[src/rtl/coin_key_filter.sv]
// Coin pushbutton conditioning: per-key sync + symmetric debounce, one confirm per press,
// and a registered arbiter that serialises simultaneous confirms into single-cycle coin codes.

module coin_key_debounce #(
    parameter int DEBOUNCE_CYCLES = 1_000_000,
    parameter int CNT_W           = 20
) (
    input  logic sys_clk,
    input  logic sys_rst_n,
    input  logic key_n,
    output logic confirm
);
    // state   | meaning
    // REL     | key released and stable
    // PRESS_W | sync low seen, counting consecutive low samples
    // PRESSED | press confirmed, waiting for release
    // REL_W   | sync high seen, counting consecutive high samples

    typedef enum logic [1:0] {REL, PRESS_W, PRESSED, REL_W} state_t;

    localparam logic [CNT_W-1:0] CNT_LAST = CNT_W'(DEBOUNCE_CYCLES - 1);
    localparam logic [CNT_W-1:0] CNT_MAX  = CNT_W'(DEBOUNCE_CYCLES);

    logic             key_meta;
    logic             key_sync;
    state_t           state;
    state_t           state_next;
    logic [CNT_W-1:0] cnt;
    logic [CNT_W-1:0] cnt_next;

    always_ff @(posedge sys_clk or negedge sys_rst_n) begin
        if (!sys_rst_n) begin
            key_meta <= 1'b1;
            key_sync <= 1'b1;
        end else begin
            key_meta <= key_n;
            key_sync <= key_meta;
        end
    end

    always_ff @(posedge sys_clk or negedge sys_rst_n) begin
        if (!sys_rst_n) begin
            state <= REL;
            cnt   <= '0;
        end else begin
            state <= state_next;
            cnt   <= cnt_next;
        end
    end

    // The counter stops at DEBOUNCE_CYCLES on the confirming sample and is
    // cleared on every entry to a waiting state, so it can never wrap.
    always_comb begin
        state_next = state;
        cnt_next   = cnt;
        case (state)
            REL: begin
                if (!key_sync) begin
                    state_next = PRESS_W;
                    cnt_next   = '0;
                end
            end
            PRESS_W: begin
                if (key_sync) begin
                    state_next = REL;
                    cnt_next   = '0;
                end else if (cnt == CNT_LAST) begin
                    state_next = PRESSED;
                    cnt_next   = CNT_MAX;
                end else begin
                    cnt_next = cnt + CNT_W'(1);
                end
            end
            PRESSED: begin
                if (key_sync) begin
                    state_next = REL_W;
                    cnt_next   = '0;
                end
            end
            REL_W: begin
                if (!key_sync) begin
                    state_next = PRESSED;
                    cnt_next   = '0;
                end else if (cnt == CNT_LAST) begin
                    state_next = REL;
                    cnt_next   = CNT_MAX;
                end else begin
                    cnt_next = cnt + CNT_W'(1);
                end
            end
            default: begin
                state_next = REL;
                cnt_next   = '0;
            end
        endcase
    end

    always_comb begin
        confirm = (state == PRESS_W) && !key_sync && (cnt == CNT_LAST);
    end

endmodule

module coin_key_filter #(
    parameter int DEBOUNCE_CYCLES = 1_000_000,
    parameter int CNT_W           = 20
) (
    input  logic       sys_clk,
    input  logic       sys_rst_n,
    input  logic       key_05_n,
    input  logic       key_10_n,
    output logic [1:0] coin
);
    logic       confirm_05;
    logic       confirm_10;
    logic       pend_05;
    logic       pend_10;
    logic       pend_05_next;
    logic       pend_10_next;
    logic [1:0] coin_next;
    logic       req_05;
    logic       req_10;

    coin_key_debounce #(
        .DEBOUNCE_CYCLES (DEBOUNCE_CYCLES),
        .CNT_W           (CNT_W)
    ) u_deb_05 (
        .sys_clk   (sys_clk),
        .sys_rst_n (sys_rst_n),
        .key_n     (key_05_n),
        .confirm   (confirm_05)
    );

    coin_key_debounce #(
        .DEBOUNCE_CYCLES (DEBOUNCE_CYCLES),
        .CNT_W           (CNT_W)
    ) u_deb_10 (
        .sys_clk   (sys_clk),
        .sys_rst_n (sys_rst_n),
        .key_n     (key_10_n),
        .confirm   (confirm_10)
    );

    // A fresh confirm is served directly; a confirm arriving while its own
    // pending flag is being served re-arms that flag so the coin is not lost.
    always_comb begin
        req_05       = pend_05 | confirm_05;
        req_10       = pend_10 | confirm_10;
        coin_next    = 2'b00;
        pend_05_next = 1'b0;
        pend_10_next = 1'b0;
        if (req_10) begin
            coin_next    = 2'b10;
            pend_10_next = pend_10 & confirm_10;
            pend_05_next = req_05;
        end else if (req_05) begin
            coin_next    = 2'b01;
            pend_05_next = pend_05 & confirm_05;
        end
    end

    always_ff @(posedge sys_clk or negedge sys_rst_n) begin
        if (!sys_rst_n) begin
            coin    <= 2'b00;
            pend_05 <= 1'b0;
            pend_10 <= 1'b0;
        end else begin
            coin    <= coin_next;
            pend_05 <= pend_05_next;
            pend_10 <= pend_10_next;
        end
    end

endmodule
[config.mk]
export PLATFORM = sky130hd
export DESIGN_NAME = coin_key_filter
export DESIGN_NICKNAME = d
export VERILOG_FILES = /design/src/rtl/coin_key_filter.sv
export SDC_FILE = /design/constraint.sdc
export NUM_CORES = 1
export LEC_CHECK = 0
export ABC_AREA = 1
export BUFFER_PORTS_ARGS = -buffer_cell sky130_fd_sc_hd__buf_2
export CORE_MARGIN = 10
export CORE_UTILIZATION = 40
export CTS_CLUSTER_DIAMETER = 80
export CTS_CLUSTER_SIZE = 30
export DETAILED_ROUTE_END_ITERATION = 12
export PLACE_DENSITY = 0.51
export SLEW_MARGIN = 25
export SYNTH_ARGS = -nofsm -noshare
export SYNTH_HDL_FRONTEND = slang
export SYNTH_SLANG_ARGS = --single-unit
[constraint.sdc]
create_clock -name sys_clk -period 2.9 [get_ports sys_clk]
set_input_delay 0.58 -clock sys_clk [delete_from_list [all_inputs] [get_ports sys_clk]]
set_output_delay 0.58 -clock sys_clk [all_outputs]
set_load 0.03 [all_outputs]
==> results of run 1 <==
per-layer routing:
layer  up-vias  global-route usage [%]
met2        51                    25.0
met4         0                    4.43
met3        16                    2.44
met5         -                       0
li1       1453                       -
met1      1280                    16.1
cell usage in the layout (no fill, tap or decap), types with 6 or more instances in the layout:
cell type	n
nand3_1	24
dfrtp_1	48
o21ai_0	20
o21ai_1	6
nand4_1	13
xor2_1	13
nand2_1	175
inv_1	42
nor2_1	73
sequential cells by signal (all words and copies together), names as in the netlist, named ones only:
name,cells
u_deb_10.key_meta,1
u_deb_10.key_sync,1
u_deb_10.state,1
u_deb_10.cnt,20
u_deb_05.state,1
u_deb_05.cnt,20
coin,2
pend_05,1
u_deb_05.key_meta,1
u_deb_05.key_sync,1
pend_10,1
worst paths after layout:
check / slack, ns / end / depth (start not counted)
min in group sys_clk: 0.35 / u_deb_10.key_meta / 1
hold / removal: 0.21 / u_deb_05.cnt[10] / 1
hold reg to reg: 0.36 / u_deb_05.key_sync / 0
setup reg to reg: 0.93 / u_deb_05.cnt[15] / 8
max in group asynchronous: 1.88 / u_deb_05.cnt[9] / 2
setup / recovery: 0.93 / u_deb_05.cnt[15] / 8
power by group through the flow:
| stage | logic [mW] | clock network [mW] | registers (mW) |
|---|---|---|---|
| 3_3_place_gp | 0.0604 | 0 | 0.760 |
| 3_5_place_dp | 0.0610 | 0 | 0.761 |
| 6_report | 0.0583 | 0.456 | 0.747 |
| 5_1_grt | 0.0685 | 0.498 | 0.749 |
| 2_1_floorplan | 0.0308 | 0 | 0.758 |
| 4_1_cts | 0.0614 | 0.476 | 0.747 |
Yosys cell counts:
library cell	number	area share [%]
inv_1	42	5.0
a21oi_1	1	0.16
nand2_4	1	0.36
nor3_1	4	0.64
nand2_1	175	21
dfrtp_1	48	38
o21ai_1	6	0.96
o22ai_1	5	1.0
buf_2	7	1.1
o21ai_0	20	3.2
xor2_1	13	3.6
nor3_2	2	0.64
nor2_2	2	0.40
o21bai_1	2	0.48
nand4_1	13	2.6
buf_4	1	0.24
nand2_2	2	0.40
nand3_1	24	3.8
nor2_1	73	8.7
ha_1	2	0.80
dfstp_2	4	3.3
xnor2_1	4	1.1
nand3_2	4	1.3
nand3b_1	2	0.48
a21oi_2	1	0.28
inv_2	1	0.12
layout make-up:
type	instances	area [µm²]
Fill cell	855	4320
Multi-Input combinational cell	356	1630
Sequential cell	52	1310
Inverter	43	161
Tap cell	102	128
Clock buffer	5	68.8
Timing Repair Buffer	8	47.5
Clock inverter	3	25.0
cells by family after synthesis:
kind of cell,share of synthesized area (%)
and+or+nand+nor,40.3
DFF,41.6
buffers and inverters,6.50
AOI/OAI and AO/OA,6.06
xor gates and xnor gates,4.74
adders and majority gates,0.797
==> results.yml, run 1 <==
power_and_ir_drop:
  p_leak_nw: 1.48
  p_sw_share_pct: 26.5
  seqPwrFrac_pct: 59.2
  power.density_nw_per_um2: 375
  switching_power_mw: 0.334
  p_int_mw: 0.926
  clkPwrFrac_pct: 36.1
  p_comb_share_pct: 4.6
  ir_drop_uv: 182
  finalPower_mw: 1.26
worst_setup_path:
  cp-start-kind: "flip-flop"
  path_max_fanout: 11
  startpoint: "u_deb_05.cnt[0]"
  crit_slowest_cell: "dfrtp_1"
  crit_required_ns: 3.12
  cp-end-kind: "flip-flop"
  path_buf_inv: 1
  r2r-start: "u_deb_05.cnt[0]"
  criticalPathCategory: "flip-flop to flip-flop"
  slowest_delay_ns: 0.45
  crit_family: "simple AND/OR/NAND/NOR gates"
  cp.arrival_ns: 2.19
  crit_chain: "ha_1 -> nand2_2 -> nor3_2 -> nand3_1 -> nand2_1 -> inv_1 -> nand2_1 -> nand2_1"
  path_common_cell: "nand2_1"
die:
  dieWidth_um: 109
  die_h_um: 109
  row_count: 32
  ios: 6
  dieArea_um2: 11800
  core_um2: 7690
  start_util_pct: 40.8
timing:
  fmax_mhz: 509
  slew_viol_final: 0
  rsz0062_at_grt: "false"
  worst_pin_slew_ns: 0.485
  finalWorstSetupSlack_ns: 0.935
  slew_headroom_pct: 67.7
  hold_ws_ns: 0.210
  fin_crit_ns: 1.97
  skew_ns: 0.00707
  final.setup.tns_ns: 0
  setup_viol: 0
  finalCritPeriodShare_pct: 67.8
  hold_violations: 0
place:
  place.gp.congestion: 0.899
  dpl_cell_area_um2: 3270
  io_buffers: 5
  dp.cells: 561
  place_hpwl_um: 5770
  place_ws_ns: 0.958
flow_run:
  max_cap_violations: 0
clock_tree:
  cts_setup_buffers: 0
  clk_pin_slew_ns: 0.11
  clockBufferDepth: 2
  post_cts_resized: 0
  cts_tree: "built"
  clock_latency_ns: 0.32
  cts_buffers: 5
  htree_levels: 2
  cts_num_sinks: 52
  hold_buffers: 0
  cts-root-buf: "clkbuf_8"
routing:
  drc: 0
  first_pass_iters: 4
  routedWlPerCell_um: 13.6
  totalWireLength_um: 7720
  top_layer_used: "met4"
  wl_met1_um: 3330
  viasPerCell: 4.92
  drtIter0Drc: 122
  wl_met3_um: 293
  vias: 2800
  postRouteAntennaNets: 0
  wl_met2_um: 3920
grt:
  grt_antenna_before_repair: 0
  grt_pass1_wl_um: 13100
  grt_overflow: 0
  grt_usage_pct: 13.8
  grt_pass1_vias: 2715
  grt_max_degree: 35
synthesis:
  ys_ff_latch: 52
  synth_area_um2: 3140
  syn_inst: 459
  ys_warn_count: 0
  ys_seq_area_share_pct: 41.6
  syn_avg_cell_area_um2: 6.84
  ys_types: 26
  syn_nets: 465
final_layout:
  syn2layout_area_growth_pct: 7.22
  stdcell_area_um2: 3360
  fin_nets: 472
  layout.cells.non_filler: 569
  diodes: 0
  drive_above_1_share_pct: 7.07
  fin_util_pct: 43.8
outcome:
  status: "complete, no violations"
min_path:
  hold_class: "primary input to asynchronous set/reset pin"
Note: power is estimated with default switching activity, not from simulation.
==> run 2: changes to the inputs <==
--- a/config.mk
+++ b/config.mk
@@ -5,14 +5,14 @@
 export SDC_FILE = /design/constraint.sdc
 export NUM_CORES = 1
 export LEC_CHECK = 0
-export ABC_AREA = 1
+export ABC_AREA = 0
 export BUFFER_PORTS_ARGS = -buffer_cell sky130_fd_sc_hd__buf_2
 export CORE_MARGIN = 10
 export CORE_UTILIZATION = 40
 export CTS_CLUSTER_DIAMETER = 80
 export CTS_CLUSTER_SIZE = 30
 export DETAILED_ROUTE_END_ITERATION = 12
-export PLACE_DENSITY = 0.51
+export PLACE_DENSITY = 0.53
 export SLEW_MARGIN = 25
 export SYNTH_ARGS = -nofsm -noshare
 export SYNTH_HDL_FRONTEND = slang
==> constraint.sdc (replaced) <==
create_clock -name sys_clk -period 1.65 [get_ports sys_clk]
set_input_delay 0.33 -clock sys_clk [delete_from_list [all_inputs] [get_ports sys_clk]]
set_output_delay 0.33 -clock sys_clk [all_outputs]
set_load 0.03 [all_outputs]
==> run 2 against run 1 <==
  * The flow now finishes with violations (negative setup slack)
  * Critical path depth shrank 3
  * Combinational power grew to 3.7 times the previous value
  * Critical path type unchanged
  * Worst hold slack lost 0.094 ns
  * Final area grew 19%
  * Core utilization grew 15 points
  * First-iteration DRC count grew 6.6%
==> results.yml, run 2 <==
grt:
  grt_usage_pct: 12.3
  grt_antenna_before_repair: 0
  grt_pass1_wl_um: 11500
  grt_pass1_vias: 2350
  grt_overflow: 0
  grt_max_degree: 40
power_and_ir_drop:
  power.density_nw_per_um2: 603
  ir_drop_uv: 476
  finalPower_mw: 2.42
  p_leak_nw: 1.83
place:
  place_hpwl_um: 4720
  dp.cells: 449
  io_buffers: 5
  place.gp.congestion: 0.807
synthesis:
  synthArstFlopShare_pct: 100
  synth_top_area_share_pct: 42.3
  syn_nets: 312
  ys_types: 52
  ys_seq_area_share_pct: 46.0
  ys.flop_type: "dfrtp_1"
  ys_warn_count: 0
  ys_ff_latch: 52
  post-synth-top-count-cell: "dfrtp_1"
  synth_edf_count: 0
  synth_area_leaders: "dfrtp_1 42%, nand2_1 5.4%, nand3_1 5.1%, o21ai_0 4.9%, dfstp_2 3.7%"
  syn_avg_cell_area_um2: 9.28
  syn_inst: 306
  synth_area_um2: 2840
  synth_largest_area_cell: "dfrtp_1"
  ys_top_cells_by_count: "48 x dfrtp_1, 41 x nand2_1, 29 x nand3_1, 28 x o21ai_0, 16 x and3_1"
routing:
  postRouteAntennaNets: 0
  wl_met3_um: 236
  drtIter0Drc: 130
  vias: 2586
  wl_met1_um: 3680
  wl_met2_um: 3310
  drc: 0
  routedWlPerCell_um: 15.2
  viasPerCell: 5.40
  first_pass_iters: 4
  top_layer_used: "met4"
  totalWireLength_um: 7260
clock_tree:
  cts_buffers: 5
  cts-root-buf: "clkbuf_8"
  cts_tree: "built"
  clk_pin_slew_ns: 0.10
  htree_levels: 2
  clock_latency_ns: 0.30
  cts_num_sinks: 52
  clockBufferDepth: 2
worst_setup_path:
  criticalPathCategory: "flip-flop to flip-flop"
  cp.arrival_ns: 1.88
  crit_family: "simple AND/OR/NAND/NOR gates"
  path_buf_inv: 0
  cp-start-kind: "flip-flop"
  crit_slowest_cell: "dfrtp_2"
  slowest_delay_ns: 0.45
  crit_chain: "nor4b_2 -> nand4_1 -> o21ai_4 -> o22ai_1 -> a21o_1"
  path_max_fanout: 5
  r2r_slack_ns: -0.04
  crit_required_ns: 1.84
  cp-end-kind: "flip-flop"
  r2r-start: "u_deb_05.cnt[13]"
  reg2reg_depth: 5
  regToRegEndpoint: "u_deb_05.cnt[3]"
timing:
  rsz0062_at_grt: "true"
  slew_headroom_pct: 72.4
  worst_pin_slew_ns: 0.413
  setup_viol: 1
  skew_ns: 0.00731
  fmax_mhz: 592
  finalWorstSetupSlack_ns: -0.0393
  finalCritPeriodShare_pct: 102
  fin_crit_ns: 1.69
  hold_ws_ns: 0.116
  hold_violations: 0
  slew_viol_final: 0
die:
  ios: 6
  start_util_pct: 41.6
  die_h_um: 104
  dieWidth_um: 104
  core_um2: 6830
  row_count: 30
  dieArea_um2: 10900
min_path:
  holdCritStartpoint: "key_10_n"
  hold_class: "primary input to flip-flop"
  hold_depth: 1
  hold_end: "u_deb_10.key_meta"
final_layout:
  layout_common_cells: "58 x buf_4, 46 x dfrtp_1, 36 x nand2_1, 24 x nand3_1, 18 x o21ai_0"
  layout.cells.non_filler: 479
  syn2layout_area_growth_pct: 41.2
  layout_commonest_cell: "buf_4"
  fin_nets: 388
  drive_above_1_share_pct: 37.6
  diodes: 0
  fillers: 601
  reg_top3: "u_deb_05.cnt x20, u_deb_10.cnt x20, coin x2"
outcome:
  status: "finished, violations left"
  violations: "negative setup slack"
flow_run:
  max_cap_violations: 0
## run 2: changes by cell type after synthesis, moves of 6 or more
| cell | change |
|---|---|
| buf_2 | -7 |
| and2_1 | +6 |
| or3_1 | +9 |
| nand2_1 | -134 |
| xor2_1 | -13 |
| nor4_1 | +6 |
| and3_1 | +16 |
| o21ai_0 | +8 |
| inv_1 | -35 |
| o21ai_1 | -6 |
| clkbuf_1 | +6 |
| nor2_1 | -60 |
## run 2: logic make-up after synthesis
logic type	Yosys count	synth area share (%)
XOR/XNOR	5	1.81
multiplexers	4	1.41
adder cells (fa/ha/maj)	3	1.23
buffers and inverters	19	3.97
AO/OA/AOI/OAI	64	14.3
flip-flops	52	46.0
AND/OR/NAND/NOR	159	31.2
## run 2: per-layer routing
layer  GRT usage, %  vias up
met5              0        -
met4           1.99        0
met3           2.54        2
met2           17.9       34
met1           18.2     1255
li1               -     1295
## run 2: worst max path at each step
stage	start	to	slack, ns	cells past startpoint
after detailed placement	u_deb_05.cnt[0]	u_deb_05.cnt[18]	-0.11	7
after global routing	u_deb_05.cnt[13]	u_deb_05.cnt[3]	-0.12	5
final	u_deb_05.cnt[13]	u_deb_05.cnt[3]	-0.04	5
after CTS	u_deb_05.cnt[1]	u_deb_05.cnt[3]	-0.02	6
after global placement	u_deb_10.key_sync	u_deb_10.cnt[6]	-0.23	4
after floorplan	u_deb_10.cnt[0]	u_deb_10.cnt[3]	-0.05	6
## run 2: what timing repair did
item                                    CTS  global route
endpoints found under the hold margin    13             0
buffers inserted                          1            20
pin swaps                                 2            38
endpoints found under the setup margin   26            40
hold buffers                              1             0
resized for setup                        14            66
gates cloned                              0             2
## run 2: per-stage QoR
| step | worst slack [ns] | cell area, µm² | util [%] | setup TNS [ns] |
|---|---|---|---|---|
| finish | -0.0393 | 4010 | 58.7 | -0.0393 |
| global route | -0.122 | 4010 | 58.7 | -1.21 |
| CTS | -0.0166 | 3560 | 52.2 | -0.0478 |
| floorplan | -0.0457 | 2860 | - | -0.0457 |
| global placement | -0.227 | 3360 | 49.2 | -3.47 |
| detailed placement | -0.109 | 3360 | 49.2 | -1.03 |
## run 2: layout make-up
type	count	area [µm²]	area share, %
clock buffers	5	68.8	1.72
multi-input cells	235	1720	43.0
repair buffers	81	716	17.9
well taps	96	120	3.00
inverters	7	26.3	0.655
clock inverters	3	46.3	1.15
flip-flops and latches	52	1310	32.6
## run 2: power breakdown
group	internal (mW)	total, mW	switching, mW
logic	0.102	0.217	0.115
clock network	0.457	0.886	0.429
registers	1.29	1.32	0.0219
